==> src/rtl/eth_block_framer.sv <==
// eth_block_framer: reads 256-word blocks from two ADC FIFOs (round-robin) and emits header+data frames to the MAC
//
// Ports:
//   clk, rst_n                     MAC transmit clock (also FIFO read clock), async active-low reset
//   enable                         permits new frames; a frame in progress always completes
//   is_there_256_1/2               FIFO 1/2 holds at least BLOCK_LEN words
//   data_blocks1/2, rdreq1/2       FIFO 1/2 dout (valid one cycle after rdreq) and read enable
//   tx_ready                       MAC can take a whole frame, sampled only in IDLE
//   tx_data/valid/sop/eop          registered frame stream: HDR_WORDS header words then BLOCK_LEN data words
//   pkt_cnt                        frames completed since reset
//   busy                           high whenever the framer is not IDLE
module eth_block_framer #(
   parameter int          BLOCK_LEN = 256,
   parameter int          HDR_WORDS = 4,
   parameter int          GAP_CYC   = 12,
   parameter logic [15:0] SYNC_WORD = 16'hA55A
) (
   input  logic        clk,
   input  logic        rst_n,
   input  logic        enable,
   input  logic        is_there_256_1,
   input  logic        is_there_256_2,
   input  logic [15:0] data_blocks1,
   input  logic [15:0] data_blocks2,
   output logic        rdreq1,
   output logic        rdreq2,
   input  logic        tx_ready,
   output logic [15:0] tx_data,
   output logic        tx_valid,
   output logic        tx_sop,
   output logic        tx_eop,
   output logic [31:0] pkt_cnt,
   output logic        busy
);
   localparam int FRAME_LEN = HDR_WORDS + BLOCK_LEN;
   localparam int IW        = $clog2(FRAME_LEN);

   typedef enum logic [1:0] {IDLE, SEND, GAP} state_t;

   state_t        state_q, state_d;
   logic [IW-1:0] idx_q, idx_d, nxt;
   logic          ch_q, ch_d, last_ch_q, last_ch_d;
   logic [31:0]   pkt_cnt_q, pkt_cnt_d;
   logic [15:0]   tx_data_q, tx_data_d, dout, hdr;
   logic          tx_valid_q, tx_valid_d, tx_sop_q, tx_sop_d, tx_eop_q, tx_eop_d;
   logic          start, sel, rd_win;

   // idx_q is the index of the word currently on tx_data in SEND, and the idle-cycle count in GAP
   assign nxt   = idx_q + 1'b1;
   assign start = enable && tx_ready && (is_there_256_1 || is_there_256_2);
   // ch = 0 selects FIFO 1, ch = 1 selects FIFO 2; a tie goes to the channel not served last
   assign sel   = (is_there_256_1 && is_there_256_2) ? ~last_ch_q : ~is_there_256_1;
   assign dout  = ch_q ? data_blocks2 : data_blocks1;
   assign hdr   = (nxt == IW'(1)) ? {15'd0, ch_q} : (nxt == IW'(2)) ? pkt_cnt_q[31:16] : pkt_cnt_q[15:0];
   // Read two words ahead: rdreq at t, FIFO dout at t+1, tx_data at t+2
   assign rd_win = (state_q == SEND) && (idx_q >= IW'(HDR_WORDS - 2)) && (idx_q <= IW'(FRAME_LEN - 3));

   assign rdreq1   = rd_win && !ch_q;
   assign rdreq2   = rd_win && ch_q;
   assign tx_data  = tx_data_q;
   assign tx_valid = tx_valid_q;
   assign tx_sop   = tx_sop_q;
   assign tx_eop   = tx_eop_q;
   assign pkt_cnt  = pkt_cnt_q;
   assign busy     = state_q != IDLE;

   always_comb begin
      state_d    = state_q;
      idx_d      = idx_q;
      ch_d       = ch_q;
      last_ch_d  = last_ch_q;
      pkt_cnt_d  = pkt_cnt_q;
      tx_data_d  = '0;
      tx_valid_d = 1'b0;
      tx_sop_d   = 1'b0;
      tx_eop_d   = 1'b0;
      case (state_q)
         IDLE: if (start) begin
            state_d    = SEND;
            idx_d      = '0;
            ch_d       = sel;
            tx_data_d  = SYNC_WORD;
            tx_valid_d = 1'b1;
            tx_sop_d   = 1'b1;
         end
         SEND: if (idx_q == IW'(FRAME_LEN - 1)) begin
            state_d   = GAP;
            idx_d     = '0;
            pkt_cnt_d = pkt_cnt_q + 32'd1;
            last_ch_d = ch_q;
         end else begin
            idx_d      = nxt;
            tx_valid_d = 1'b1;
            tx_eop_d   = nxt == IW'(FRAME_LEN - 1);
            tx_data_d  = (nxt >= IW'(HDR_WORDS)) ? dout : hdr;
         end
         GAP: begin
            idx_d   = nxt;
            state_d = (idx_q == IW'(GAP_CYC - 1)) ? IDLE : GAP;
         end
         default: state_d = IDLE;
      endcase
   end

   always_ff @(posedge clk or negedge rst_n) begin
      if (!rst_n) begin
         state_q    <= IDLE;
         idx_q      <= '0;
         ch_q       <= 1'b0;
         last_ch_q  <= 1'b1;
         pkt_cnt_q  <= '0;
         tx_data_q  <= '0;
         tx_valid_q <= 1'b0;
         tx_sop_q   <= 1'b0;
         tx_eop_q   <= 1'b0;
      end else begin
         state_q    <= state_d;
         idx_q      <= idx_d;
         ch_q       <= ch_d;
         last_ch_q  <= last_ch_d;
         pkt_cnt_q  <= pkt_cnt_d;
         tx_data_q  <= tx_data_d;
         tx_valid_q <= tx_valid_d;
         tx_sop_q   <= tx_sop_d;
         tx_eop_q   <= tx_eop_d;
      end
   end
endmodule

==> config.mk <==
export PLATFORM = sky130hd
export DESIGN_NAME = eth_block_framer
export DESIGN_NICKNAME = d
export VERILOG_FILES = /design/src/rtl/eth_block_framer.sv
export SDC_FILE = /design/constraint.sdc
export NUM_CORES = 1
export LEC_CHECK = 0
export BUFFER_PORTS_ARGS = -buffer_cell sky130_fd_sc_hd__buf_4
export CAP_MARGIN = 20
export CORE_MARGIN = 4
export CORE_UTILIZATION = 50
export DETAILED_ROUTE_END_ITERATION = 7
export PLACE_DENSITY = 0.76
export SLEW_MARGIN = 10
export SYNTH_ARGS = -nofsm -noshare
export SYNTH_HDL_FRONTEND = slang
export SYNTH_SLANG_ARGS = --single-unit
==> constraint.sdc <==
create_clock -name clk -period 4.26 [get_ports clk]
set_input_delay 0.639 -clock clk [delete_from_list [all_inputs] [get_ports clk]]
set_output_delay 0.639 -clock clk [all_outputs]
set_load 0.1 [all_outputs]
==> flow_summary.yaml <==
finish:
  nets: 487
  layout-drive-gt1-share_pct: 29.0
  syn_to_final_growth_pct: 26.2
  n_antenna_cell: 0
  nFillCells: 580
  instances_no_fill: 541
  fin_area_sq_mm: 0.00452
  utilization_pct: 65.8
cts:
  clock_path_buffers: 2
  cts_buffers: 9
  clk_pin_slew_ns: 0.07
  cts_tree: "built"
  clk_latency_ns: 0.34
  cts_sinks: 64
  holdBufCountCts: 0
  cts_root_buffer: "clkbuf_8"
  htree_levels: 3
  cts_resized: 0
  postCtsSetupBuffers: 0
die:
  dieWidth_um: 92.7
  row_count: 30
  initial_core_util_pct: 52.2
  core_area_sq_mm: 0.00687
  die_area_sq_mm: 0.00858
  ios: 92
  die_y_um: 92.7
routing:
  drt_iter0_drc: 191
  antenna_left: 0
  post_drt_wl_per_cell_um: 17.2
  vias_per_cell: 5.62
  wl_um: 9300
  firstDrtPassIters: 4
  route.vias.total: 3043
  drc: 0
critical_path:
  required_ns: 3.62
  crit_family: "simple AND/OR/NAND/NOR gates"
  path_cells: "or4_4, or3_1, a2111o_1, nand3_1, nor2_1, buf_4"
  critical_path_class: "reg2out"
  critPathBufInv: 1
  critPathArrivalTime_ns: 2.79
  critPathLaunchType: "register"
  end_kind: "output pin"
  cp_max_fo: 9
  cpPeakStageDelay_ns: 0.58
  worst_path_max_delay_cell: "or4_4"
global_route:
  grt_pass1_vias: 3031
  track_usage_pct: 22.4
  globalRouteOverflowTotal: 0
  grt_max_degree: 65
  antenna_found_initial: 0
  grt_pass1_wl_um: 15100
timing:
  hold_violations: 0
  worst_slack_ns: 0.835
  finalCriticalPeriod_ns: 3.42
  finalClockSkew_ns: 0.0104
  hold_slack_ns: 0.391
  setup_viol: 0
  max_slew_margin_pct: 37.8
  drv_slew: 0
  rsz0062_at_grt: "no"
  post-route-period-util_pct: 80.4
  fin_tns_setup_ns: 0
  tightest_slew_ns: 0.929
  fmax_mhz: 292
power:
  combPwrFrac_pct: 35.4
  swShare_pct: 39.1
  power.density_mw_per_mm2: 446
  pwr-share-seq_pct: 35.9
  p_clk_share_pct: 28.8
  vdd_drop_max_mv: 0.212
  p_switching_uw: 789
  power_leakage_nw: 2.13
  power_mw: 2.02
  internal_power_mw: 1.23
synthesis:
  ys_seq_elements: 64
  syn_area_per_cell_sq_um: 10.0
  yosysWarnings: 0
  ys_seq_area_share_pct: 44.7
  synth.distinct_cells: 45
  synth_nets: 404
  syn_area_sq_mm: 0.00358
  syn-instance-count: 357
place:
  finalWeightedCongestion: 0.924
  dpl.cell_count: 525
  io_buffers: 91
  hpwl_um: 6680
  place_ws_ns: 1.20
  dpl_cell_area_sq_mm: 0.00430
min_path:
  hold_class: "in2async"
job:
  maxCapViolations: 0
run_status:
  status: "complete, no violations"
==> logic make-up after synthesis <==
group | synth area share, %
compound gates | 12.0
xor+xnor | 8.31
fa+ha+maj | 3.14
buf+inv | 3.77
flops | 44.7
mux | 10.1
simple gates | 18.0
==> sequential cells by signal, indices dropped and copies added, names as in the netlist <==
name	flops
tx_data	16
ch_q	1
state_q	2
pkt_cnt	32
tx_valid	1
last_ch_q	1
tx_sop	1
tx_eop	1
idx_q	9
==> synth_stat cells (all sizes together) <==
cell type  number  share of area (%)
a2111o          1               0.31
a211o           1               0.24
a21boi          1               0.21
a21o            4               0.84
a21oi          12                1.7
a311oi          1               0.24
a31o            1               0.24
and2            3               0.52
and3           10                1.7
and3b           1               0.24
and4            4               0.98
buf             5                1.0
clkbuf         15                1.6
dfrtp          63                 44
dfstp           1               0.73
ha              9                3.1
inv            11                1.2
mux2           17                5.3
mux2i          17                4.7
nand2          28                2.9
nand3          21                2.9
nand4          17                3.0
nand4b          1               0.24
nand4bb         1               0.31
nor2           14                1.5
nor3            6               0.84
nor3b           2               0.42
nor4            3                1.4
o2111ai         1               0.24
o211ai          2               0.42
o21a            1               0.21
o21ai          32                4.5
o22ai           1               0.17
o311ai          8                2.0
o31ai           1               0.21
o32a            1               0.28
o41ai           1               0.24
or3             4               0.70
or4             1               0.31
xnor2          30                7.3
xor2            4               0.98
==> power groups by stage <==
stage                     logic, mW  registers, mW  clock network (mW)
after floorplan               0.433          0.832                   0
after global placement        0.702          0.731                   0
after detailed placement      0.711          0.735                   0
after CTS                     0.712          0.723               0.587
after global routing          0.773          0.732               0.613
final                         0.714          0.724               0.581
==> metal layers <==
layer / routed length, um / part of all wire (%) / GRT usage, %
met1: 4190 / 45 / 31.5
met2: 4340 / 47 / 33.7
met3: 632 / 6.8 / 5.04
met4: 140 / 1.5 / 8.42
met5: 0 / 0 / 0
==> placed cells by master (no fill, tap or decap), types with 6 or more instances in the layout <==
cell type,count
a21oi_1,12
and3_1,10
buf_4,92
clkbuf_8,10
dfrtp_1,63
ha_1,9
inv_1,11
mux2_2,17
mux2i_1,17
nand2_1,28
nand3_1,21
nand4_1,17
nor2_1,14
nor3_1,6
o21ai_0,31
o311ai_0,8
xnor2_1,30
==> cell type report <==
class,count,area [sq um],area share (%)
multi-input combinational,262,1850,40.8
sequential,64,1600,35.4
timing repair buffer,92,691,15.3
clock buffer,11,141,3.13
tap,96,120,2.66
clock inverter,5,80.1,1.77
inverter,11,41.3,0.913
==> worst paths after layout <==
kind / from / endpoint / cells after the start / slack, ns
setup / recovery: idx_q[5]$_DFFE_PN0P_ / rdreq1 / 6 / 0.84
hold / removal: rst_n / pkt_cnt[3]$_DFFE_PN0P_ / 1 / 0.39
setup reg to reg: idx_q[0]$_DFFE_PN0P_ / tx_data[3]$_DFF_PN0_ / 6 / 1.38
hold reg to reg: pkt_cnt[31]$_DFFE_PN0P_ / pkt_cnt[31]$_DFFE_PN0P_ / 1 / 0.51
max in group asynchronous: rst_n / tx_data[0]$_DFF_PN0_ / 1 / 3.35
min in group clk: pkt_cnt[31]$_DFFE_PN0P_ / pkt_cnt[31]$_DFFE_PN0P_ / 1 / 0.51
Power figures use the tool's default switching activity.
